**src/rtl/disparity_filter_sequencer_pkg.sv**
```systemverilog
// Shared types and helpers for the disparity filter sequencer.
package filter_pkg;

  typedef enum logic [1:0] {IDLE, RUN, DRAIN, DONE} seq_state_t;

  // Number of pixels in one frame, i.e. filter outputs expected per frame.
  function automatic int frame_pixels(input int width, input int height);
    return width * height;
  endfunction

endpackage

```
**src/rtl/disparity_filter_sequencer_line_position_counter.sv**
```systemverilog
// Column/row position tracker with line and frame boundary flags.
module line_position_counter
  import filter_pkg::*;
#(
  parameter int frame_width  = 640,
  parameter int frame_height = 480
) (
  input  logic clk,
  input  logic reset,
  input  logic clear,
  input  logic advance,
  output logic first_pixel,
  output logic last_pixel,
  output logic frame_last
);

  localparam int XW = (frame_width  > 1) ? $clog2(frame_width)  : 1;
  localparam int YW = (frame_height > 1) ? $clog2(frame_height) : 1;

  logic [XW-1:0] x;
  logic [YW-1:0] y;

  // x wraps at end of line and carries into y; the caller never advances past the frame-last pixel
  always_ff @(posedge clk) begin
    if (reset || clear) begin
      x <= '0;
      y <= '0;
    end else if (advance) begin
      if (last_pixel) begin
        x <= '0;
        y <= y + 1'b1;
      end else begin
        x <= x + 1'b1;
      end
    end
  end

  assign first_pixel = (x == '0);
  assign last_pixel  = (x == XW'(frame_width - 1));
  assign frame_last  = last_pixel && (y == YW'(frame_height - 1));

endmodule

```
**src/rtl/disparity_filter_sequencer.sv**
```systemverilog
// Frame sequencer: numbers incoming pixels, forwards them with position flags
// to the bilateral filter, then waits for the filter to drain the frame.
module disparity_filter_sequencer
  import filter_pkg::*;
#(
  parameter int disp_bits     = 5,
  parameter int frame_width   = 640,
  parameter int frame_height  = 480,
  parameter int drain_timeout = 64
) (
  input  logic                 clk,
  input  logic                 reset,
  input  logic                 start,
  input  logic                 pix_valid_in,
  input  logic [disp_bits-1:0] disparity_in,
  input  logic [7:0]           confidence_in,
  input  logic [7:0]           gray_in,
  output logic [disp_bits-1:0] filt_disparity,
  output logic [7:0]           filt_confidence,
  output logic [7:0]           filt_gray,
  output logic                 filt_first_pixel_in_line,
  output logic                 filt_last_pixel_in_line,
  output logic                 filt_last_pixel_in_frame,
  output logic                 filt_in_valid,
  input  logic                 filt_out_valid,
  output logic                 busy,
  output logic                 frame_done,
  output logic                 overrun_err,
  output logic                 timeout_err
);

  localparam int NPIX = frame_pixels(frame_width, frame_height);
  localparam int CW   = $clog2(NPIX + 1);
  localparam int TW   = $clog2(drain_timeout + 1);
  localparam logic [CW-1:0] NPIX_C = CW'(NPIX);
  localparam logic [TW-1:0] TMO_C  = TW'(drain_timeout);

  seq_state_t    state;
  logic [CW-1:0] out_count;
  logic [TW-1:0] timer;
  logic [CW-1:0] count_inc;
  logic [TW-1:0] timer_inc;
  logic          pos_first, pos_last, pos_frame_last;
  logic          accept;

  assign accept    = (state == RUN) && pix_valid_in;
  assign count_inc = (out_count == NPIX_C) ? out_count : out_count + 1'b1;
  assign timer_inc = (timer == TMO_C) ? timer : timer + 1'b1;
  assign busy      = (state == RUN) || (state == DRAIN);

  line_position_counter #(
    .frame_width (frame_width),
    .frame_height(frame_height)
  ) u_pos (
    .clk        (clk),
    .reset      (reset),
    .clear      ((state == IDLE) && start),
    .advance    (accept && !pos_frame_last),
    .first_pixel(pos_first),
    .last_pixel (pos_last),
    .frame_last (pos_frame_last)
  );

  // Frame FSM with registered forwarding, output counting and drain watchdog
  always_ff @(posedge clk) begin
    if (reset) begin
      state                    <= IDLE;
      out_count                <= '0;
      timer                    <= '0;
      filt_disparity           <= '0;
      filt_confidence          <= '0;
      filt_gray                <= '0;
      filt_first_pixel_in_line <= 1'b0;
      filt_last_pixel_in_line  <= 1'b0;
      filt_last_pixel_in_frame <= 1'b0;
      filt_in_valid            <= 1'b0;
      frame_done               <= 1'b0;
      overrun_err              <= 1'b0;
      timeout_err              <= 1'b0;
    end else begin
      filt_in_valid <= 1'b0;
      frame_done    <= 1'b0;
      unique case (state)
        IDLE: begin
          if (start) begin
            state       <= RUN;
            out_count   <= '0;
            timer       <= '0;
            overrun_err <= 1'b0;
            timeout_err <= 1'b0;
          end
        end
        RUN: begin
          if (pix_valid_in) begin
            filt_disparity           <= disparity_in;
            filt_confidence          <= confidence_in;
            filt_gray                <= gray_in;
            filt_first_pixel_in_line <= pos_first;
            filt_last_pixel_in_line  <= pos_last;
            filt_last_pixel_in_frame <= pos_frame_last;
            filt_in_valid            <= 1'b1;
            if (pos_frame_last) state <= DRAIN;
          end
          if (filt_out_valid) out_count <= count_inc;
        end
        DRAIN: begin
          if (pix_valid_in) overrun_err <= 1'b1;
          if (filt_out_valid) begin
            out_count <= count_inc;
            timer     <= '0;
          end else begin
            timer <= timer_inc;
          end
          // a completed count takes priority over a simultaneous timeout
          if (filt_out_valid && (count_inc == NPIX_C)) begin
            state      <= DONE;
            frame_done <= 1'b1;
          end else if (!filt_out_valid && (timer_inc == TMO_C)) begin
            timeout_err <= 1'b1;
            state       <= DONE;
            frame_done  <= 1'b1;
          end
        end
        DONE: state <= IDLE;
      endcase
    end
  end

endmodule

```
**config.mk**
```make
export PLATFORM = sky130hd
export DESIGN_NAME = disparity_filter_sequencer
export DESIGN_NICKNAME = d
export VERILOG_FILES = /design/src/rtl/disparity_filter_sequencer_pkg.sv /design/src/rtl/disparity_filter_sequencer_line_position_counter.sv /design/src/rtl/disparity_filter_sequencer.sv
export SDC_FILE = /design/constraint.sdc
export NUM_CORES = 1
export LEC_CHECK = 0
export BUFFER_PORTS_ARGS = -buffer_cell sky130_fd_sc_hd__buf_4
export CAP_MARGIN = 25
export CELL_PAD_IN_SITES_DETAIL_PLACEMENT = 1
export CELL_PAD_IN_SITES_GLOBAL_PLACEMENT = 2
export CORE_ASPECT_RATIO = 1.25
export CORE_UTILIZATION = 33
export CTS_CLUSTER_SIZE = 40
export DETAILED_ROUTE_END_ITERATION = 7
export HOLD_SLACK_MARGIN = 0.03
export PLACE_DENSITY = 0.75
export SYNTH_ARGS = -nofsm -noshare
export SYNTH_HDL_FRONTEND = slang
export SYNTH_SLANG_ARGS = --single-unit
```
**constraint.sdc**
```tcl
create_clock -name clk -period 3.7 [get_ports clk]
set_input_delay 0.555 -clock clk [delete_from_list [all_inputs] [get_ports clk]]
set_output_delay 0.555 -clock clk [all_outputs]
set_load 0.1 [all_outputs]
```
# Word-level counts from Yosys, hierarchy flattened
# Cells that the tools add are included.
# op_classes
addsub,4
eq_ne,17
muxes,24
n_bitwise,2
reduce_logical,24
# op_table
operator,n
two-way mux 19 bit,3
"== test 19 bit, second input constant",2
case mux 19 bit (2 select lines),1
two-way mux 7 bit,3
"adder 19 x 1 -> 19 bit, second input constant",1
"== test 7 bit, second input constant",2
case mux 7 bit (2 select lines),1
"adder 10 x 1 -> 10 bit, second input constant",1
"== test 10 bit, second input constant",1
logical NOT 10 bit,1
two-way mux 10 bit,1
two-way mux 2 bit,5
"!= test 2 bit, second input constant",5
"adder 9 x 1 -> 9 bit, second input constant",1
"== test 9 bit, second input constant",1
case mux 2 bit (4 select lines),1
AND reduction 4 bit,2
"adder 7 x 1 -> 7 bit, second input constant",1
two-way mux 1 bit,7
logical AND 1 bit,6
AND reduction 2 bit,3
AND reduction 3 bit,2
OR reduction 2 bit,3
"== test 2 bit, second input constant",2
9 further kinds,15
# word_totals
register_bits,75
inputBits,26
output_inout_bits,29
word_cells,86

# Logic depth before layout (Yosys ltp)
# Gate-level depths: netlist (run 1).
# depth
depth_word,7
ltp_mapped,9
mapped_depth_nobuf,9

# Cells and area by module
# Synthesis (run 1) repeated with hierarchy kept, for this count alone.
# hier_totals
cells_unflattened,512
hier_area_um2,3941.3
# by_module_without_submodules
module,instances,cells_each,area_per_inst_um2,seq_area_each_um2
disparity_filter_sequencer,1,408,3011.6,1121.1
line_position_counter,1,104,929.6,380.4

# Worst setup path after synthesis (run 1)
# OpenSTA, ideal clock, no wires.
# synth_path
kind,register -> register
startpoint,reg out_count[0]
endpoint,reg state[0]
setup_time_ns,0.088
arrival_time_ns,2.545
required_ns,3.612
setup_slack_ns,1.067
stages_incl_launch_ff,10
path_buffers,1
synth_period_minus_slack_ns,2.633
path_cell_list,dfxtp_1 clkbuf_1 inv_1 ha_1 or4b_4 nor4_4 mux2i_1 or4_4 o21a_1 a311oi_2
# synth_via
elab_chain_cells,6
word_cells_on_any_way,9
cone_classes,add/sub: 1; eq/ne: 3; mux: 3; reduce/logical: 2
# synth_lines
item,line,source
"start, declared",disparity_filter_sequencer.sv:39,logic [CW-1:0] out_count;
"start signal, assigned",disparity_filter_sequencer.sv:104,if (filt_out_valid) out_count <= count_inc;
"start signal, assigned",disparity_filter_sequencer.sv:109,out_count <= count_inc;
adder 19 x 1 -> 19 bit / == test 19 bit (equally long branches),disparity_filter_sequencer.sv:47,assign count_inc = (out_count == NPIX_C) ? out_count : out_count + 1'b1;
two-way mux 19 bit (*),disparity_filter_sequencer.sv:47,
== test 19 bit (*),disparity_filter_sequencer.sv:115,if (filt_out_valid && (count_inc == NPIX_C)) begin
logical AND 1 bit (*),disparity_filter_sequencer.sv:115,
!= test 3 x 1 -> 1 bit (no line) / two-way mux 2 bit (equally long branches),--,
AND reduction 4 bit (no line) / case mux 2 bit (4 select lines) (equally long branches),--,
"end signal, assigned",disparity_filter_sequencer.sv:116,state <= DONE;
"end signal, assigned",disparity_filter_sequencer.sv:120,state <= DONE;
"end signal, assigned",disparity_filter_sequencer.sv:124,DONE: state <= IDLE;
"end, declared",disparity_filter_sequencer.sv:38,seq_state_t state;
# Every way passes the cells marked *; elsewhere a longest branch is shown, timed or not.
# A chain may end at the register's enable or synchronous reset.

# Worst setup path after layout (run 1)
# Ends and elaborated chain as after synthesis.

==> flow_summary.json, run 1 <==
{
  "slew_headroom_pct": 42.2,
  "firstDrtPassIters": 6,
  "clk_pin_slew_ns": 0.06,
  "ant_nets": 0,
  "path_common_cell": "nand4_1",
  "critPathArrivalTime_ns": 3.11,
  "p_leak_uw": 0.00168,
  "drive_above_1_share_pct": 15.9,
  "min_path_type": "register to register",
  "drt_iter0_drc": 145,
  "status": "finished, violations left",
  "vias": 3580,
  "antenna_found_initial": 0,
  "initial_core_util_pct": 34.1,
  "synth-async-reset-ratio_pct": 0,
  "seq_area_frac_synth_pct": 39.4,
  "syn_area_per_cell_um2": 7.79,
  "violations": "design-rule violations",
  "period_needed_ns": 2.86,
  "synth_cell_type_count": 55,
  "fin_crit_sh_pct": 77.2,
  "r2r_cells": 8,
  "ctsHoldBuffers": 0,
  "gp_congestion": 0.795,
  "clock_path_buffers": 2,
  "grt_usage_pct": 18.3,
  "n_antenna_cell": 0,
  "wl_mm": 10.4,
  "setup_viol": 0,
  "finClkSkew_ns": 0.00610,
  "cts.htree.levels": 3,
  "rsz0062_at_grt": "no",
  "max_cap_viol_count": 0,
  "syn_nets": 526,
  "wl_per_cell_um": 15.6,
  "grt_remaining_overflow": 0,
  "num-fill-cells": 1379,
  "drv_slew": 0,
  "clkLatencyLatePin_ns": 0.34,
  "worst-slew-pin-transition_ns": 0.868,
  "fin_hold_ws_ns": 0.453,
  "synth-seq-cells": 75,
  "cp-end-kind": "register",
  "worstPathCellList": "ha_1 -> nand4_1 -> o21ai_0 -> nand4_1 -> a22o_1 -> or4_4 -> o21a_1 -> a311oi_2",
  "die_area_mm2": 0.0120,
  "critical_path.top_delay_family": "compound AO/OA/AOI/OAI gates",
  "ys_warn_count": 0,
  "fp.dieW_um": 98.1,
  "worstSetupPathType": "register to register",
  "vias_per_cell": 5.34,
  "root_buffer": "clkbuf_16",
  "io_buffers": 54,
  "grt_pass1_wl_mm": 17.3,
  "final_util_pct": 40.9,
  "path_depth": 8,
  "hold_violations": 0,
  "peakVddDrop_mv": 0.323,
  "synth_cells": 489,
  "synth_edf_count": 0,
  "worst_path_max_delay_cell": "or4_4",
  "cts_buffers": 9,
  "route.detailed.drc": 4,
  "fin_nets": 568,
  "setup_tns_ns": 0,
  "whs_path_depth": 2,
  "postCtsSetupBuffers": 0,
  "io_pins": 55,
  "rows": 43,
  "p_total_uw": 2740,
  "cp_num_buf_inv": 0,
  "synth-main-ff-cell": "dfxtp_1",
  "die_h_um": 122,
  "slowest_delay_ns": 0.50,
  "clock.fmax_mhz": 350,
  "cts_resized": 0,
  "dp_hpwl_mm": 7.39,
  "tritoncts": "yes",
  "areaGrowthSynthToFinish_pct": 20.0,
  "powerDensity_mw_per_mm2": 599,
  "grt_start_max_net_pins": 59,
  "cp-start-kind": "register",
  "cts.sinks": 75,
  "worstPathRequired_ns": 3.95,
  "grt_pass1_vias": 3535,
  "syn-cell-area_mm2": 0.00381,
  "core_mm2": 0.0112,
  "critPathMaxFanout": 9
}
[synth_stat cells, types with 3 or more instances]
library cell / instances / area share, %
a31oi_1: 5 / 0.82
nor3b_1: 5 / 0.99
a311oi_1: 6 / 1.4
o22ai_1: 3 / 0.49
xnor2_1: 6 / 1.4
nand4_1: 15 / 2.5
nor2b_1: 5 / 0.82
xor2_1: 14 / 3.2
a22oi_1: 6 / 1.2
clkbuf_1: 19 / 1.9
and4_1: 3 / 0.69
nor3_1: 15 / 2.0
dfxtp_1: 75 / 39
nand2_1: 73 / 7.2
buf_1: 4 / 0.39
a21oi_1: 51 / 6.7
o21ai_0: 23 / 3.0
nor4_1: 4 / 0.66
inv_1: 11 / 1.1
nand3_1: 18 / 2.4
and3_1: 10 / 1.6
and2_1: 8 / 1.3
or3_1: 6 / 0.99
a211oi_1: 3 / 0.59
nor2_1: 55 / 5.4
nand2b_1: 3 / 0.49
ha_1: 11 / 3.6
[per-layer routing]
| metal | track usage (%) | share of wire (%) | wire, um | up-vias |
|---|---|---|---|---|
| met5 | 0 | 0 | 0 | - |
| met4 | 8.52 | 1.8 | 187 | 0 |
| met3 | 2.41 | 2.5 | 257 | 13 |
| met2 | 32.1 | 51 | 5320 | 35 |
| met1 | 22.0 | 45 | 4680 | 1726 |
| li1 | - | - | - | 1806 |
[state kept, by name, indices dropped and copies added, names as in the netlist, 2 cells and up]
register,flops
out_count,19
u_pos.x,10
u_pos.y,9
filt_confidence,8
filt_gray,8
timer,7
filt_disparity,5
state,2
[layout make-up]
type,count,area [um2],area share (%)
multi-input combinational,376,2160,47.1
tap,135,169,3.69
sequential,75,1500,32.8
clock inverter,6,42.5,0.930
inverter,11,41.3,0.903
timing repair buffer,58,435,9.52
clock buffer,10,229,5.01
[worst reg2reg max path, cell delays in order, from the launching register on]
cell and delay (ns):
dfxtp_1 0.49, ha_1 0.36, nand4_1 0.30, o21ai_0 0.25
nand4_1 0.11, a22o_1 0.27, or4_4 0.50, o21a_1 0.22
a311oi_2 0.26
[where the power goes]
group	internal [uW]	switching [uW]	total, uW
Clock	454	360	814
Sequential	861	36.5	898
Combinational	256	771	1030
Total	1570	1170	2740
[cells in the final DEF (no fill, tap or decap), types with 8 or more instances in the layout]
master     count
nand2_1       73
buf_4         58
nand3_1       18
xor2_1        14
nor2_1        55
nand4_1       15
ha_1          11
and3_1        10
clkbuf_16      9
nor3_1        15
dfxtp_1       75
o21ai_0       23
a21oi_1       51
and2_1         8
inv_1         11
[cell families after synthesis]
family | Yosys count | synth area share (%)
mux | 2 | 0.525
flops | 75 | 39.4
buf+inv | 38 | 4.04
fa+ha+maj | 11 | 3.61
compound gates | 108 | 16.9
xor+xnor | 20 | 4.60
simple gates | 235 | 31.0
[final timing paths]
check	startpoint	endpoint	slack, ns
max	out_count[0]	state[0]	0.84
min	filt_last_pixel_in_line	filt_last_pixel_in_line	0.45
max reg2reg	out_count[0]	state[0]	0.84
min reg2reg	filt_last_pixel_in_line	filt_last_pixel_in_line	0.45
[per-stage QoR]
stage	cell area (um2)	setup slack, ns	std cells
after CTS	4570	0.854	671
after global routing	4570	0.605	671
final	4570	0.845	671
after detailed placement	4300	0.893	655
after floorplan	3810	1.07	489
after global placement	4300	1.01	655
Note: power is estimated with default switching activity, not from simulation.
==> inputs of run 2 (changes only) <==
==> constraint.sdc (replaced) <==
create_clock -name clk -period 3 [get_ports clk]
set_input_delay 0.45 -clock clk [delete_from_list [all_inputs] [get_ports clk]]
set_output_delay 0.45 -clock clk [all_outputs]
set_load 0.1 [all_outputs]
==> flow_summary.json, run 2 (synthesized netlist as in run 1, its figures left out) <==
{
  "status": "finished, violations left",
  "violations": "design-rule violations",
  "clk_pin_slew_ns": 0.06,
  "grt_remaining_overflow": 0,
  "grt_usage_pct": 18.6,
  "setup_tns_ns": 0,
  "rows": 43,
  "worstSetupPathType": "register to register",
  "final_cell_mix": "dfxtp_1, nand2_1, buf_4, nor2_1, a21oi_1",
  "die_area_mm2": 0.0120,
  "cts_resized": 0,
  "reg_top3": "out_count: 19 flops, u_pos.x: 10 flops, u_pos.y: 9 flops",
  "cts.sinks": 75,
  "drv_slew": 0,
  "cp-start-kind": "register",
  "cts.htree.levels": 3,
  "drt_iter0_drc": 109,
  "io_pins": 55,
  "clkLatencyLatePin_ns": 0.34,
  "mostFrequentLayoutCell": "dfxtp_1",
  "worstPathRequired_ns": 3.25,
  "tritoncts": "yes",
  "root_buffer": "clkbuf_16",
  "powerDensity_mw_per_mm2": 768,
  "largest_register_ffs": 19,
  "finClkSkew_ns": 0.00554,
  "ctsHoldBuffers": 0,
  "final_cells": 675,
  "drive_above_1_share_pct": 16.5,
  "cp-end-kind": "register",
  "fp.dieW_um": 98.1,
  "ant_nets": 0,
  "rsz0062_at_grt": "no",
  "max_cap_viol_count": 0,
  "period_needed_ns": 2.78,
  "min_path_type": "primary input to register",
  "die_h_um": 122,
  "firstDrtPassIters": 6,
  "gp_congestion": 0.790,
  "vias_per_cell": 5.35,
  "clock.fmax_mhz": 360,
  "worst-slew-pin-transition_ns": 0.900,
  "route.detailed.drc": 4,
  "fin_crit_sh_pct": 92.6,
  "top_register": "out_count",
  "critPathArrivalTime_ns": 3.03,
  "cts_buffers": 9,
  "num-fill-cells": 1386,
  "peakVddDrop_mv": 0.367,
  "critPathMaxFanout": 9,
  "initial_core_util_pct": 34.1,
  "n_antenna_cell": 0,
  "fin_nets": 572,
  "postCtsSetupBuffers": 0,
  "clock_path_buffers": 2,
  "setup_viol": 0,
  "core_mm2": 0.0112,
  "p_leak_uw": 0.00173,
  "dp_hpwl_mm": 7.50,
  "grt_start_max_net_pins": 59,
  "antenna_found_initial": 0,
  "slew_headroom_pct": 40.0,
  "grt_pass1_vias": 3592,
  "hold_violations": 0,
  "wl_per_cell_um": 15.6,
  "grt_pass1_wl_mm": 17.6,
  "wl_mm": 10.6,
  "io_buffers": 54,
  "dp.cells": 659,
  "areaGrowthSynthToFinish_pct": 22.3,
  "vias": 3614
}
==> run 2: changes by cell type in the layout (fill, tap and decap cells not counted) <==
cell / previous run / this run
clkbuf_8: 0 / 1
clkinvlp_4: 2 / 1
buf_4: 58 / 62
bufinv_16: 0 / 2
inv_6: 0 / 1
clkinv_4: 2 / 1
clkinv_2: 2 / 0
==> run 2: path summary, 6_finish.rpt <==
check / startpoint / cells past startpoint / endpoint / slack (ns)
hold / removal: gray_in[5] / 3 / filt_gray[5] / 0.35
setup reg to reg: out_count[0] / 8 / state[0] / 0.22
setup / recovery: out_count[0] / 8 / state[0] / 0.22
hold reg to reg: filt_gray[2] / 2 / filt_gray[2] / 0.45
==> run 2: layout make-up <==
class / instances / area [um2] / share of cell area [%]
flip-flops and latches: 75 / 1500 / 32.2
clock buffers: 11 / 243 / 5.21
multi-input cells: 376 / 2160 / 46.3
clock inverters: 5 / 85.1 / 1.83
inverters: 11 / 41.3 / 0.886
well taps: 135 / 169 / 3.62
repair buffers: 62 / 465 / 9.99
==> run 2: where the power goes <==
part | leakage [uW] | total, uW | switching [uW] | internal, uW
sequential | 0.000606 | 1110 | 45.4 | 1060
clock | 0.000156 | 1200 | 444 | 756
combinational | 0.000966 | 1270 | 952 | 319
==> run 2: metal layers <==
layer | wire length (um) | global-route usage, %
met5 | 0 | 0
met4 | 207 | 8.62
met1 | 4860 | 22.7
met3 | 235 | 2.29
met2 | 5250 | 32.6
==> run 2: stage by stage <==
stage | util (%) | hold slack, ns | worst slack, ns | instance area [um2] | power (uW)
floorplan | - | 0.453 | 0.367 | 3810 | 2080
global placement | 38.7 | 0.443 | 0.374 | 4330 | 2390
detailed placement | 38.7 | 0.449 | 0.264 | 4330 | 2410
CTS | 41.6 | 0.344 | 0.206 | 4660 | 3630
global route | 41.6 | 0.358 | 0.0859 | 4660 | 3770
finish | 41.6 | 0.351 | 0.221 | 4660 | 3580
==> run 2: worst max-delay path, stage by stage, from the launching register on <==
cell and delay, ns:
dfxtp_1 0.39, inv_1 0.13, ha_1 0.16, or4b_4 0.47, nor4_4 0.38, mux2i_1 0.13, or4_4 0.56, o21a_1 0.22
a311oi_2 0.25
==> inputs of run 3 (changes only) <==
==> constraint.sdc (replaced) <==
create_clock -name clk -period 2.6 [get_ports clk]
set_input_delay 0.39 -clock clk [delete_from_list [all_inputs] [get_ports clk]]
set_output_delay 0.39 -clock clk [all_outputs]
set_load 0.1 [all_outputs]
==> flow_summary.json, run 3 (synthesized netlist as in run 1, its figures left out) <==
{
  "peakVddDrop_mv": 0.338,
  "drv_slew": 0,
  "antenna_found_initial": 0,
  "grt_pass1_vias": 3578,
  "dp_hpwl_mm": 7.84,
  "n_antenna_cell": 0,
  "swShare_pct": 42.1,
  "critPathMaxFanout": 6,
  "fin_nets": 588,
  "ctsHoldBuffers": 0,
  "grt_pass1_wl_mm": 17.7,
  "critPathLaunch": "out_count[0]",
  "areaGrowthSynthToFinish_pct": 23.7,
  "cts.htree.levels": 3,
  "worstPathRequired_ns": 2.85,
  "setup_tns_ns": 0,
  "cts_buffers": 9,
  "p_seq_share_pct": 32.3,
  "worstPathCellList": "buf_4 -> nand2_1 -> nor3_2 -> or3_2 -> a22o_1 -> or4_4 -> o21a_1 -> a311oi_2",
  "largest_register_ffs": 19,
  "clockPowerShare_pct": 28.4,
  "slowest_delay_ns": 0.55,
  "io_buffers": 54,
  "wl_mm": 10.7,
  "die_h_um": 122,
  "firstDrtPassIters": 6,
  "fin_crit_sh_pct": 94.4,
  "setup_viol": 0,
  "r2r_cells": 8,
  "status": "finished, violations left",
  "hold_violations": 0,
  "root_buffer": "clkbuf_16",
  "finClkSkew_ns": 0.00406,
  "p_leak_uw": 0.00177,
  "final_cell_mix": "buf_4, dfxtp_1, nand2_1, nor2_1, a21oi_1",
  "gp_congestion": 0.799,
  "cts.sinks": 75,
  "worst_path_max_delay_cell": "or4_4",
  "cp-end-kind": "register",
  "drt_iter0_drc": 136,
  "critPathArrivalTime_ns": 2.70,
  "io_pins": 55,
  "clkLatencyLatePin_ns": 0.33,
  "rsz0062_at_grt": "no",
  "clock.fmax_mhz": 408,
  "clk_pin_slew_ns": 0.06,
  "wl_per_cell_um": 15.5,
  "slew_headroom_pct": 60.5,
  "period_needed_ns": 2.45,
  "die_area_mm2": 0.0120,
  "route.detailed.drc": 5,
  "p_total_uw": 3930,
  "r2r_setup_slack_ns": 0.15,
  "clock_path_buffers": 2,
  "grt_remaining_overflow": 0,
  "reg_top3": "out_count: 19 flops, u_pos.x: 10 flops, u_pos.y: 9 flops",
  "ant_nets": 0,
  "p_int_uw": 2280,
  "p_sw_uw": 1660,
  "cts_resized": 0,
  "drive_above_1_share_pct": 19.0,
  "min_path_type": "primary input to register",
  "combPwrFrac_pct": 39.3,
  "vias_per_cell": 5.31,
  "mostFrequentLayoutCell": "buf_4",
  "postCtsSetupBuffers": 0,
  "tritoncts": "yes",
  "worstSetupPathType": "register to register",
  "grt_usage_pct": 18.6,
  "core_mm2": 0.0112,
  "fp.dieW_um": 98.1,
  "top_register": "out_count",
  "worst-slew-pin-transition_ns": 0.586,
  "violations": "design-rule violations",
  "powerDensity_mw_per_mm2": 834,
  "r2r_start": "out_count[0]",
  "max_cap_viol_count": 0,
  "rows": 43,
  "vias": 3662,
  "rr_endpoint": "state[0]",
  "cp-start-kind": "register",
  "crit_end": "state[0]",
  "initial_core_util_pct": 34.1,
  "grt_start_max_net_pins": 34
}
-- run 3: cell types whose count changed in the layout (fill, tap and decap cells not counted) --
cell / delta
clkbuf_1: -1
buf_4: +16
clkinv_2: +2
nor3_1: -1
clkinv_4: -1
nor3_2: +1
o21ai_0: -1
o21ai_1: +1
clkbuf_8: -1
inv_6: -1
bufinv_16: -2
clkinvlp_4: +2
-- run 3: critical path, delay by kind of cell (launching register included) --
| kind | cells | cell delay, ns |
|---|---|---|
| buf+inv | 1 | 0.16 |
| simple gates | 4 | 1.18 |
| compound gates | 3 | 0.68 |
| flops | 1 | 0.35 |
-- run 3: stage by stage --
step | instances | util, % | cell area (um2) | setup WS, ns | hold WS, ns
CTS | 689 | 42.1 | 4710 | 0.0440 | 0.289
global placement | 675 | 39.8 | 4450 | 0.134 | 0.442
detailed placement | 675 | 39.8 | 4450 | 0.0622 | 0.447
finish | 689 | 42.1 | 4720 | 0.147 | 0.300
global route | 689 | 42.1 | 4720 | 0.00411 | 0.296
floorplan | 489 | - | 3820 | 0.0436 | 0.453
-- run 3: how the worst min path moves through the flow --
| stage | from | to | slack [ns] | cells past startpoint |
|---|---|---|---|---|
| after floorplan | u_pos.y[8] | u_pos.y[8] | 0.45 | 2 |
| after global placement | filt_gray[2] | filt_gray[2] | 0.44 | 2 |
| after detailed placement | filt_confidence[5] | filt_confidence[5] | 0.45 | 2 |
| after CTS | disparity_in[4] | filt_disparity[4] | 0.29 | 3 |
| after global routing | confidence_in[2] | filt_confidence[2] | 0.30 | 3 |
| final | disparity_in[4] | filt_disparity[4] | 0.30 | 3 |
-- run 3: final cells by class --
class                   count  area [um2]
clock inverters             5        32.5
fillers                  1406        6470
well taps                 135         169
multi-input cells         376        2160
inverters                  11        41.3
repair buffers             78         586
flip-flops and latches     75        1500
clock buffers               9         225
-- run 3: layer usage --
metal / up-vias / routed length, um / track usage, %
li1: 1854 / - / -
met1: 1774 / 4890 / 22.5
met2: 27 / 5440 / 33.1
met3: 7 / 232 / 4.07
met4: 0 / 104 / 5.11
met5: - / 0 / 0
-- run 3: power groups by stage --
stage	Combinational, uW	Clock (uW)	Sequential [uW]
final	1550	1120	1270
after global routing	1670	1210	1280
after detailed placement	1550	0	1300
after global placement	1540	0	1290
after CTS	1550	1160	1270
after floorplan	764	0	1640
